## src/rtl/slice_seq_pkg.sv

```systemverilog
// Shared constants and FSM state type for the slice sequencer.
// The AC/DC timing defaults here are the values the top-level parameters start from.
package slice_seq_pkg;

  localparam int DCT_TIME_DEF       = 12;
  localparam int DC_VLC_TIME_DEF    = 44;
  localparam int AC_TAIL_DEF        = 6;
  localparam int AC_COEFS_PER_BLOCK = 63;

  typedef enum logic {
    IDLE = 1'b0,
    RUN  = 1'b1
  } seq_state_t;

endpackage

```

## src/rtl/seq_window.sv

```systemverilog
// Range window decoder: flags when counter lies inside [lo, hi]
// and reports how far counter has advanced past lo.
module seq_window #(
  parameter int CNT_W = 16
) (
  input  logic [CNT_W-1:0] counter,
  input  logic [CNT_W-1:0] lo,
  input  logic [CNT_W-1:0] hi,
  output logic             active,
  output logic [CNT_W-1:0] offset
);

  assign active = (counter >= lo) && (counter <= hi);
  assign offset = counter - lo;

endmodule

```

## src/rtl/slice_sequencer.sv

```systemverilog
// Slice sequencer: walks a per-slice cycle counter and opens the DC and AC
// VLC windows at the right offsets for the latched block count.
// Optional feature macro: SLICE_SEQ_QUEUE_EN (one-deep pending start slot).
module slice_sequencer
  import slice_seq_pkg::*;
#(
  parameter int CNT_W       = 16,
  parameter int BN_W        = 8,
  parameter int DCT_TIME    = DCT_TIME_DEF,
  parameter int DC_VLC_TIME = DC_VLC_TIME_DEF,
  parameter int AC_TAIL     = AC_TAIL_DEF
) (
  input  logic             clock,
  input  logic             reset,
  input  logic             slice_start,
  input  logic [BN_W-1:0]  block_num,
  output logic             busy,
  output logic [CNT_W-1:0] seq_counter,
  output logic             dc_vlc_active,
  output logic [CNT_W-1:0] dc_vlc_counter,
  output logic             ac_vlc_active,
  output logic [CNT_W-1:0] ac_vlc_counter,
  output logic             slice_done,
  output logic             start_error
);

  seq_state_t state;
  logic [BN_W-1:0]  bn;
  logic [CNT_W-1:0] bn_ext;
  logic [CNT_W-1:0] dc_lo;
  logic [CNT_W-1:0] dc_hi;
  logic [CNT_W-1:0] ac_lo;
  logic [CNT_W-1:0] end_cnt;
  logic             running;
  logic             at_end;
  logic             dc_win_active;
  logic             ac_win_active;
  logic [CNT_W-1:0] dc_off;
  logic [CNT_W-1:0] ac_off;

`ifdef SLICE_SEQ_QUEUE_EN
  logic             pending_valid;
  logic [BN_W-1:0]  pending_bn;
`endif

  // Window boundaries derived from the latched block count; all math wraps at CNT_W.
  assign bn_ext  = CNT_W'(bn);
  assign dc_lo   = CNT_W'(DCT_TIME) + bn_ext + CNT_W'(1);
  assign dc_hi   = CNT_W'(DCT_TIME) + bn_ext + CNT_W'(DC_VLC_TIME);
  assign ac_lo   = dc_hi + CNT_W'(1);
  assign end_cnt = dc_hi + (CNT_W'(AC_COEFS_PER_BLOCK) * bn_ext) + CNT_W'(AC_TAIL);

  assign running = (state == RUN);
  assign at_end  = running && (seq_counter == end_cnt);

  seq_window #(.CNT_W(CNT_W)) u_dc_window (
    .counter (seq_counter),
    .lo      (dc_lo),
    .hi      (dc_hi),
    .active  (dc_win_active),
    .offset  (dc_off)
  );

  seq_window #(.CNT_W(CNT_W)) u_ac_window (
    .counter (seq_counter),
    .lo      (ac_lo),
    .hi      (end_cnt),
    .active  (ac_win_active),
    .offset  (ac_off)
  );

  // Window outputs decode straight from the registered counter so they line up with it.
  assign dc_vlc_active  = running && dc_win_active;
  assign ac_vlc_active  = running && ac_win_active;
  assign dc_vlc_counter = dc_vlc_active ? dc_off : '0;
  assign ac_vlc_counter = ac_vlc_active ? ac_off : '0;
  assign slice_done     = at_end;

  // Sequencer FSM: launch, count, finish, and handle starts that arrive while busy.
  always_ff @(posedge clock) begin
    if (reset) begin
      state         <= IDLE;
      seq_counter   <= '0;
      bn            <= '0;
      busy          <= 1'b0;
      start_error   <= 1'b0;
`ifdef SLICE_SEQ_QUEUE_EN
      pending_valid <= 1'b0;
      pending_bn    <= '0;
`endif
    end else begin
      start_error <= 1'b0;
      case (state)
        IDLE: begin
          seq_counter <= '0;
          if (slice_start) begin
            bn    <= block_num;
            state <= RUN;
            busy  <= 1'b1;
          end
        end
        RUN: begin
          if (at_end) begin
            seq_counter <= '0;
`ifdef SLICE_SEQ_QUEUE_EN
            if (pending_valid) begin
              bn            <= pending_bn;
              pending_valid <= 1'b0;
              if (slice_start) begin
                start_error <= 1'b1;
              end
            end else if (slice_start) begin
              bn <= block_num;
            end else begin
              state <= IDLE;
              busy  <= 1'b0;
            end
`else
            state <= IDLE;
            busy  <= 1'b0;
            if (slice_start) begin
              start_error <= 1'b1;
            end
`endif
          end else begin
            seq_counter <= seq_counter + CNT_W'(1);
`ifdef SLICE_SEQ_QUEUE_EN
            if (slice_start) begin
              if (pending_valid) begin
                start_error <= 1'b1;
              end else begin
                pending_valid <= 1'b1;
                pending_bn    <= block_num;
              end
            end
`else
            if (slice_start) begin
              start_error <= 1'b1;
            end
`endif
          end
        end
        default: begin
          state <= IDLE;
          busy  <= 1'b0;
        end
      endcase
    end
  end

endmodule

```

## config.mk

```make
export PLATFORM = sky130hd
export DESIGN_NAME = slice_sequencer
export DESIGN_NICKNAME = d
export VERILOG_FILES = /design/src/rtl/slice_seq_pkg.sv /design/src/rtl/seq_window.sv /design/src/rtl/slice_sequencer.sv
export SDC_FILE = /design/constraint.sdc
export NUM_CORES = 1
export LEC_CHECK = 0
export CAP_MARGIN = 20
export CORE_MARGIN = 5
export CORE_UTILIZATION = 50
export CTS_CLUSTER_DIAMETER = 200
export DETAILED_ROUTE_END_ITERATION = 7
export HOLD_SLACK_MARGIN = 0.12
export PLACE_DENSITY_LB_ADDON = 0.08
export SYNTH_ARGS = -nofsm -noshare
export SYNTH_HDL_FRONTEND = slang
export SYNTH_HIERARCHICAL = 1
export SYNTH_SLANG_ARGS = --single-unit
```

## constraint.sdc

```tcl
create_clock -name clock -period 12.77 [get_ports clock]
set_input_delay 2.554 -clock clock [delete_from_list [all_inputs] [get_ports clock]]
set_output_delay 2.554 -clock clock [all_outputs]
set_load 0.02 [all_outputs]
```

After elaboration in Yosys (flattened, before gate mapping)
Index checks and enable logic that the tools add are counted.
Widths: inputs -> output; s select.
{"block": "totals", "ff_bits": 27, "output_inout_bits": 53}
{"block": "op_classes", "n_reduce_logical": 8, "n_eq_ne": 3, "mux": 10, "add_sub_neg": 9, "n_mul": 1, "n_lt_le_gt_ge": 4, "n_bitwise": 1}
{"op": "$mux 16", "n": 3}
{"op": "$add 16x1->16 const B", "n": 2}
{"op": "$pmux 16 s2", "n": 1}
{"op": "$add 15x3->16 const B", "n": 1}
{"op": "$eq 16x16->1", "n": 1}
{"op": "$ge 16x11->1", "n": 1}
{"op": "$ge 16x16->1", "n": 1}
{"op": "$le 16x10->1", "n": 1}
{"op": "$le 16x16->1", "n": 1}
{"op": "$sub 16x11->16", "n": 1}
{"op": "$sub 16x16->16", "n": 1}
{"op": "$add 10x14->15", "n": 1}
{"op": "$mul 6x8->14 const A", "n": 1}
{"op": "$add 10x1->11 const B", "n": 1}
{"op": "$add 9x6->10 const B", "n": 1}
{"op": "$add 4x8->9 const A", "n": 1}
{"op": "$logic_and 1x1->1", "n": 5}
{"op": "$mux 1", "n": 4}
{"op": "$ne 2x2->1 const B", "n": 2}
{"op": "$pmux 1 s2", "n": 2}
{"op": "$reduce_and 2->1", "n": 2}
{"op": "$reduce_or 2->1", "n": 1}
{"op": "$not 1->1", "n": 1}

Longest topological paths before layout
Gate-level depths: netlist of run 1.
{"block": "depth", "depth_word": 8, "ltp_mapped": 26, "mapped_depth_nobuf": 23}

By module
Netlist of run 1, hierarchy kept.
{"mod": "slice_sequencer", "cells_each": 499, "area_per_inst_um2": 4132.7, "n_inst": 1}
{"mod": "seq_window (u_ac_window)", "cells_each": 172, "area_per_inst_um2": 1198.6, "n_inst": 1}
{"mod": "seq_window (u_dc_window)", "cells_each": 167, "area_per_inst_um2": 1187.4, "n_inst": 1}

Worst setup path after synthesis of run 1
No wires, ideal clock.
{"block": "synth_path", "kind": "reg2out", "startpoint": "reg bn[2]", "endpoint": "out ac_vlc_counter[10]", "setup_slack_ps": 4098, "path_stages_with_launch": 25, "t_arrival_ps": 6118, "t_required_ps": 10216, "path_buffers": 3, "cell_sequence": "dfxtp_1 clkbuf_1 inv_1 fa_1 inv_1 fa_1 inv_1 fa_1 fa_1 inv_1 ha_1 buf_6 nand4_1 nor2_1 a211oi_1 o221ai_1 xor2_1 inv_1 ha_1 nand4_1 nor4_1 a31oi_1 a211oi_1 clkbuf_1 and3_1"}
{"block": "synth_via", "elab_chain_len": 8, "elab_cells_between_ends": 12, "classes_between": "6 x add/sub; 1 x mul; 2 x order compare; 1 x mux; 2 x reduce/logical"}
{"element": "start, declared", "line_no": "slice_sequencer.sv:28", "rtl": "logic [BN_W-1:0] bn;"}
{"element": "start signal, assigned", "line_no": "slice_sequencer.sv:97", "rtl": "bn <= block_num;"}
{"element": "parallel branches: the longest is 2 deep, another holds $mul 6x8->14"}
{"element": "$add 10x14->15 *", "line_no": "slice_sequencer.sv:51", "rtl": "assign end_cnt = dc_hi + (CNT_W'(AC_COEFS_PER_BLOCK) * bn_ext) + CNT_W'(AC_TAIL);"}
{"element": "$add 15x3->16 *", "line_no": "slice_sequencer.sv:51"}
{"element": "via end_cnt[13]", "line_no": "slice_sequencer.sv:33", "rtl": "logic [CNT_W-1:0] end_cnt;"}
{"element": "$le 16x16->1 *", "line_no": "seq_window.sv:13", "rtl": "assign active = (counter >= lo) && (counter <= hi);"}
{"element": "$logic_and 1x1->1 *", "line_no": "seq_window.sv:13"}
{"element": "via ac_win_active", "line_no": "slice_sequencer.sv:37", "rtl": "logic ac_win_active;"}
{"element": "$logic_and 1x1->1 *", "line_no": "slice_sequencer.sv:74", "rtl": "assign ac_vlc_active = running && ac_win_active;"}
{"element": "$mux 16 *", "line_no": "slice_sequencer.sv:76", "rtl": "assign ac_vlc_counter = ac_vlc_active ? ac_off : '0;"}
{"element": "end, declared", "line_no": "slice_sequencer.sv:22", "rtl": "output logic [CNT_W-1:0] ac_vlc_counter,"}
Mark *: on every way through the listed nets, which the timed path passes.

Worst setup path after layout of run 1
{"block": "layout_path", "startpoint": "reg bn[2]", "endpoint": "out ac_vlc_counter[4]"}
The elaborated chain is that of the path after synthesis.

==> flow_summary.ini, run 1 <==
[worst_setup_path]
cp_max_fo = 16
r2r_end = running
crit_slowest_cell = dfxtp_1
cp.arrival_ns = 7.77
worstSetupEndpointType = primary output
slowest_delay_ns = 0.73
startpoint_type = flop
criticalPathCategory = reg2out
required_ns = 10.22
timing.rr.start = bn[2]
rrSetupSlack_ns = 6.54
cp_cell_sequence = inv_1 > ha_1 > xnor2_1 > a21oi_1 > nor3_1 > xor2_1 > fa_1 > inv_1 > ha_1 > a21oi_1 > o21ai_0 > a211oi_1 > o221ai_1 > xor2_1 > inv_1 > ha_1 > nand4_1 > nor4_1 > a31oi_1 > a211oi_1 > buf_2 > and3_1 > clkdlybuf4s50_1
crit_start = bn[2]
reg2regPathDepth = 18

[sta]
finalCritPeriodShare_pct = 80.9
fin_skew_ns = 0.00379
tightest_slew_ns = 0.905
finalHoldViolCount = 0
fmax_mhz = 96.9
fin_ws_ns = 2.45
setup_viol_count_final = 0
maxSlewHeadroom_pct = 39.7
finalSetupTns_ns = 0
rsz0062_at_grt = false
period_minus_slack_ns = 10.32
maxSlewViolCount = 0

[global_routing]
overflow = 0
grt_pass1_wl_um = 28000
grt_usage_pct = 22.6
grt_pass1_vias = 5664
grt_start_max_net_pins = 42
antenna_found_initial = 0

[final_layout]
area_growth_pct = 14.1
drive_gt1_share_pct = 5.22
mostFrequentLayoutCell = inv_1
nets = 1053
diodes = 0
layout_common_cells = 140 x inv_1, 111 x ha_1, 63 x clkdlybuf4s50_1
fillCellCount = 1265

[logic_synthesis]
synth-edff-count = 0
syn_area_um2 = 6520
yosysWarnings = 6
syn_inst = 838
synth.avg_cell_area_um2 = 7.78
synth_seq_area_share_pct = 8.29
yosysUniqueCellTypes = 69
yosys_most_used_dff = dfxtp_1
ys_ff_latch = 27
async_reset_ff_share_pct = 0

[min_path]
worstHoldPathType = reg2reg
min-delay-start = busy
whs_path_depth = 2
holdPathEnd = busy

[detailed_routing]
vias_per_cell = 5.48
dr.pass1.iters = 5
drc_errors = 0
via_count = 5882
wire_per_inst_um = 16.0
ant_nets = 0
drt-initial-drc-count = 318
drt-total-wl_um = 17200

[pwr]
vdd_ir_drop_max_mv = 0.0788
p_total_w = 0.000684
leakagePower_nw = 3.58
p_per_area_nw_per_um2 = 92.0

[clock_network]
clkSinkCount = 27
cts-root-buf = clkbuf_16
cts_buffer_depth = 2
cts_setup_buffers = 0
h-tree-depth = 1
cts_tree = yes
hold_buffers = 0
cts_buffers = 3
path_clk_slew_ns = 0.07
cts.repair.resized = 0
insertion_delay_ns = 0.27

[floorplan]
die_h_um = 124
die_area_um2 = 15400
io_pins = 64
fp-row-count = 41
core_area_um2 = 12700
start_util_pct = 51.2
die_w_um = 124

[run_status]
status = finished clean

[place]
finalWeightedCongestion = 0.924
io_buffers = 63
hpwl_um = 14500
place_ws_ns = 2.28

[job]
drv_cap = 0
[per-stage QoR]
step	std cells	hold slack, ns	area [um^2]	utilization, %
floorplan	855	0.478	6580	-
global placement	1067	0.490	7320	57.6
detailed placement	1067	0.491	7320	57.6
CTS	1071	0.501	7410	58.2
global route	1073	0.534	7440	58.5
finish	1073	0.498	7440	58.5
[sequential cells by signal (all words and copies together), names as in the netlist]
register and flops:
seq_counter 16, busy 1, start_error 1, running 1, bn 8
[cell families (layout without fill, tap and decap cells)]
kind of cell | after synthesis | in the layout | share of synthesized area [%]
multiplexers | 3 | 3 | 0.480
AO/OA/AOI/OAI | 165 | 165 | 16.9
AND/OR/NAND/NOR | 243 | 243 | 20.7
other | 1 | 18 | 0.0575
adder cells (fa/ha/maj) | 140 | 140 | 30.2
flip-flops | 27 | 27 | 8.29
XOR/XNOR | 93 | 93 | 13.4
buffers and inverters | 166 | 212 | 10.0
[worst max-delay path: cells and delay by family (launching register included)]
family / cells / cell delay (ns)
and+or+nand+nor: 4 / 0.90
DFF: 1 / 0.73
AOI/OAI and AO/OA: 7 / 1.75
xor gates and xnor gates: 3 / 1.22
adders and majority gates: 4 / 1.47
buffers and inverters: 5 / 1.40
[area by class of cell]
type | instances | area [um^2] | area share [%]
clock buffer | 3 | 75.1 | 1.01
clock inverter | 1 | 8.76 | 0.118
inverter | 140 | 526 | 7.06
multi-input combinational | 662 | 5390 | 72.4
sequential | 27 | 541 | 7.27
tap | 172 | 215 | 2.89
timing repair buffer | 68 | 686 | 9.22
[how the worst max path moves through the flow]
stage,endpoint,slack (ns),cells past startpoint
finish,ac_vlc_counter[4],2.45,23
global route,ac_vlc_counter[6],1.95,23
CTS,ac_vlc_counter[4],1.96,22
detailed placement,ac_vlc_counter[4],2.28,22
global placement,ac_vlc_counter[15],2.61,22
floorplan,ac_vlc_counter[10],4.10,24
[power by group]
group / switching [W] / internal, W
Sequential: 0.00000587 / 0.0000864
Combinational: 0.000302 / 0.000213
Clock: 0.0000332 / 0.0000435
[cell usage after synthesis (4+ instances only)]
master | number | area [um^2]
o21a_1 | 8 | 60.1
fa_1 | 29 | 581
inv_1 | 140 | 526
nor2_1 | 37 | 139
o21bai_1 | 4 | 30.0
buf_2 | 9 | 45.0
o31a_1 | 4 | 35.0
nand3b_1 | 5 | 37.5
nand2_1 | 57 | 214
a21o_1 | 15 | 113
and2_1 | 7 | 43.8
ha_1 | 111 | 1390
o21ai_1 | 8 | 40.0
and3_1 | 37 | 231
a21oi_1 | 56 | 280
nand3_1 | 21 | 105
nor3_2 | 10 | 100
nor3_1 | 16 | 80.1
dfxtp_1 | 27 | 541
o21ai_2 | 4 | 35.0
xnor2_1 | 55 | 482
nor4_1 | 5 | 31.3
a21oi_2 | 6 | 52.6
o21ai_0 | 18 | 90.1
nor2b_1 | 9 | 56.3
nand4_1 | 19 | 119
a31oi_1 | 4 | 25.0
a211oi_1 | 10 | 75.1
o211ai_1 | 5 | 37.5
xor2_1 | 34 | 298
clkbuf_1 | 14 | 52.6
[layer usage]
metal,part of all wire [%],up-vias,global-route usage [%]
met2,51,117,40.7
met1,45,2796,30.1
li1,-,2955,-
met3,3.2,14,1.04
met4,1.5,0,4.59
met5,0,-,0
Power figures use the tool's default switching activity.
==> inputs of run 2 (changes only) <==
- clock period: 12.77 -> 9.59 ns (I/O delays scaled with it)
==> flow_summary.ini, run 2 (synthesis results as in run 1) <==
[run_status]
status = finished clean

[global_routing]
antenna_found_initial = 0
grt_start_max_net_pins = 42
grt_pass1_wl_um = 27800
overflow = 0
grt_pass1_vias = 5642
grt_usage_pct = 22.7

[job]
drv_cap = 0

[sta]
rsz0062_at_grt = false
maxSlewViolCount = 0
finalCritPeriodShare_pct = 93.5
setup_viol_count_final = 0
fmax_mhz = 112
finalSetupTns_ns = 0
period_minus_slack_ns = 8.96
maxSlewHeadroom_pct = 38.8
tightest_slew_ns = 0.918
fin_skew_ns = 0.00625
finalHoldViolCount = 0

[clock_network]
hold_buffers = 0
cts-root-buf = clkbuf_16
cts_tree = yes
insertion_delay_ns = 0.27
path_clk_slew_ns = 0.07
h-tree-depth = 1
cts_setup_buffers = 0
clkSinkCount = 27
cts.repair.resized = 0
cts_buffer_depth = 2
cts_buffers = 3

[detailed_routing]
drc_errors = 0
drt-initial-drc-count = 341
vias_per_cell = 5.45
via_count = 5855
drt-total-wl_um = 17300
dr.pass1.iters = 6
wire_per_inst_um = 16.1
ant_nets = 0

[floorplan]
die_w_um = 124
io_pins = 64
core_area_um2 = 12700
die_h_um = 124
die_area_um2 = 15400
start_util_pct = 51.2
fp-row-count = 41

[min_path]
whs_path_depth = 2
worstHoldPathType = reg2reg

[final_layout]
mostFrequentLayoutCell = inv_1
layout_common_cells = 140 x inv_1, 111 x ha_1, 63 x clkdlybuf4s50_1
final_core_util_pct = 58.6
drive_gt1_share_pct = 5.32
nets = 1054
area_growth_pct = 14.3
top_regs = seq_counter (16), bn (8)
largest_reg_flops = 16
max_flop_register = seq_counter
diodes = 0

[pwr]
vdd_ir_drop_max_mv = 0.104
leakagePower_nw = 3.58
p_per_area_nw_per_um2 = 123

[worst_setup_path]
reg2regPathDepth = 16
criticalPathCategory = reg2out
worstSetupEndpointType = primary output
required_ns = 7.67
startpoint_type = flop
cp_max_fo = 17
cp.arrival_ns = 7.05

[place]
io_buffers = 63
finalWeightedCongestion = 0.966
hpwl_um = 14600
==> run 2: cell count changes in the layout (fill, tap and decap cells not counted) <==
cell / delta
buf_2: -1
buf_4: +2
==> run 2: metrics by stage <==
step / setup WS [ns] / power (W) / area, um^2 / cells / hold WS (ns)
after floorplan: 1.55 / 0.000688 / 6580 / 855 / 0.478
after global placement: 1.14 / 0.000802 / 7340 / 1069 / 0.491
after detailed placement: 0.948 / 0.000811 / 7340 / 1069 / 0.498
after CTS: 0.613 / 0.000918 / 7420 / 1073 / 0.508
after global routing: 0.173 / 0.00101 / 7450 / 1074 / 0.556
final: 0.625 / 0.000917 / 7450 / 1074 / 0.505
==> run 2: final cells by class <==
| type | instances | area (um^2) |
|---|---|---|
| Clock inverter | 1 | 8.76 |
| Clock buffer | 3 | 75.1 |
| Inverter | 140 | 526 |
| Tap cell | 172 | 215 |
| Sequential cell | 27 | 541 |
| Fill cell | 1256 | 5270 |
| Multi-Input combinational cell | 662 | 5390 |
| Timing Repair Buffer | 69 | 696 |
==> run 2: routing by layer <==
metal | vias up | GRT usage, % | wire, um
met5 | - | 0 | 0
met4 | 0 | 4.93 | 271
met3 | 19 | 1.18 | 707
met2 | 133 | 40.5 | 8610
met1 | 2741 | 30.2 | 7710
li1 | 2962 | - | -
==> run 2: where the power goes <==
part           total, W  switching, W  internal, W  leakage (nW)
clock network  0.000102     0.0000438    0.0000579        0.0415
logic          0.000695      0.000410     0.000285          3.32
registers      0.000121    0.00000586     0.000115         0.220
==> run 2: path summary, 6_finish.rpt <==
check        startpoint           endpoint  slack [ns]
max               bn[1]  ac_vlc_counter[4]        0.63
min                busy               busy        0.50
max reg2reg       bn[1]            running        3.80
min reg2reg        busy               busy        0.50
==> run 2: critical path: stages, from the launching register on <==
cell and delay, ns:
dfxtp_1 0.78, fa_1 0.57, fa_1 0.52, inv_1 0.05, fa_1 0.49, fa_1 0.52
inv_1 0.04, ha_1 0.44, nand3_1 0.14, nor4_1 0.44, nor2_1 0.16, o21ai_1 0.32
xnor2_1 0.16, inv_1 0.06, ha_1 0.28, nand4_1 0.14, nor4_1 0.31, a31oi_1 0.11
a211oi_1 0.23, buf_4 0.21, and3_1 0.17, clkdlybuf4s50_1 0.61
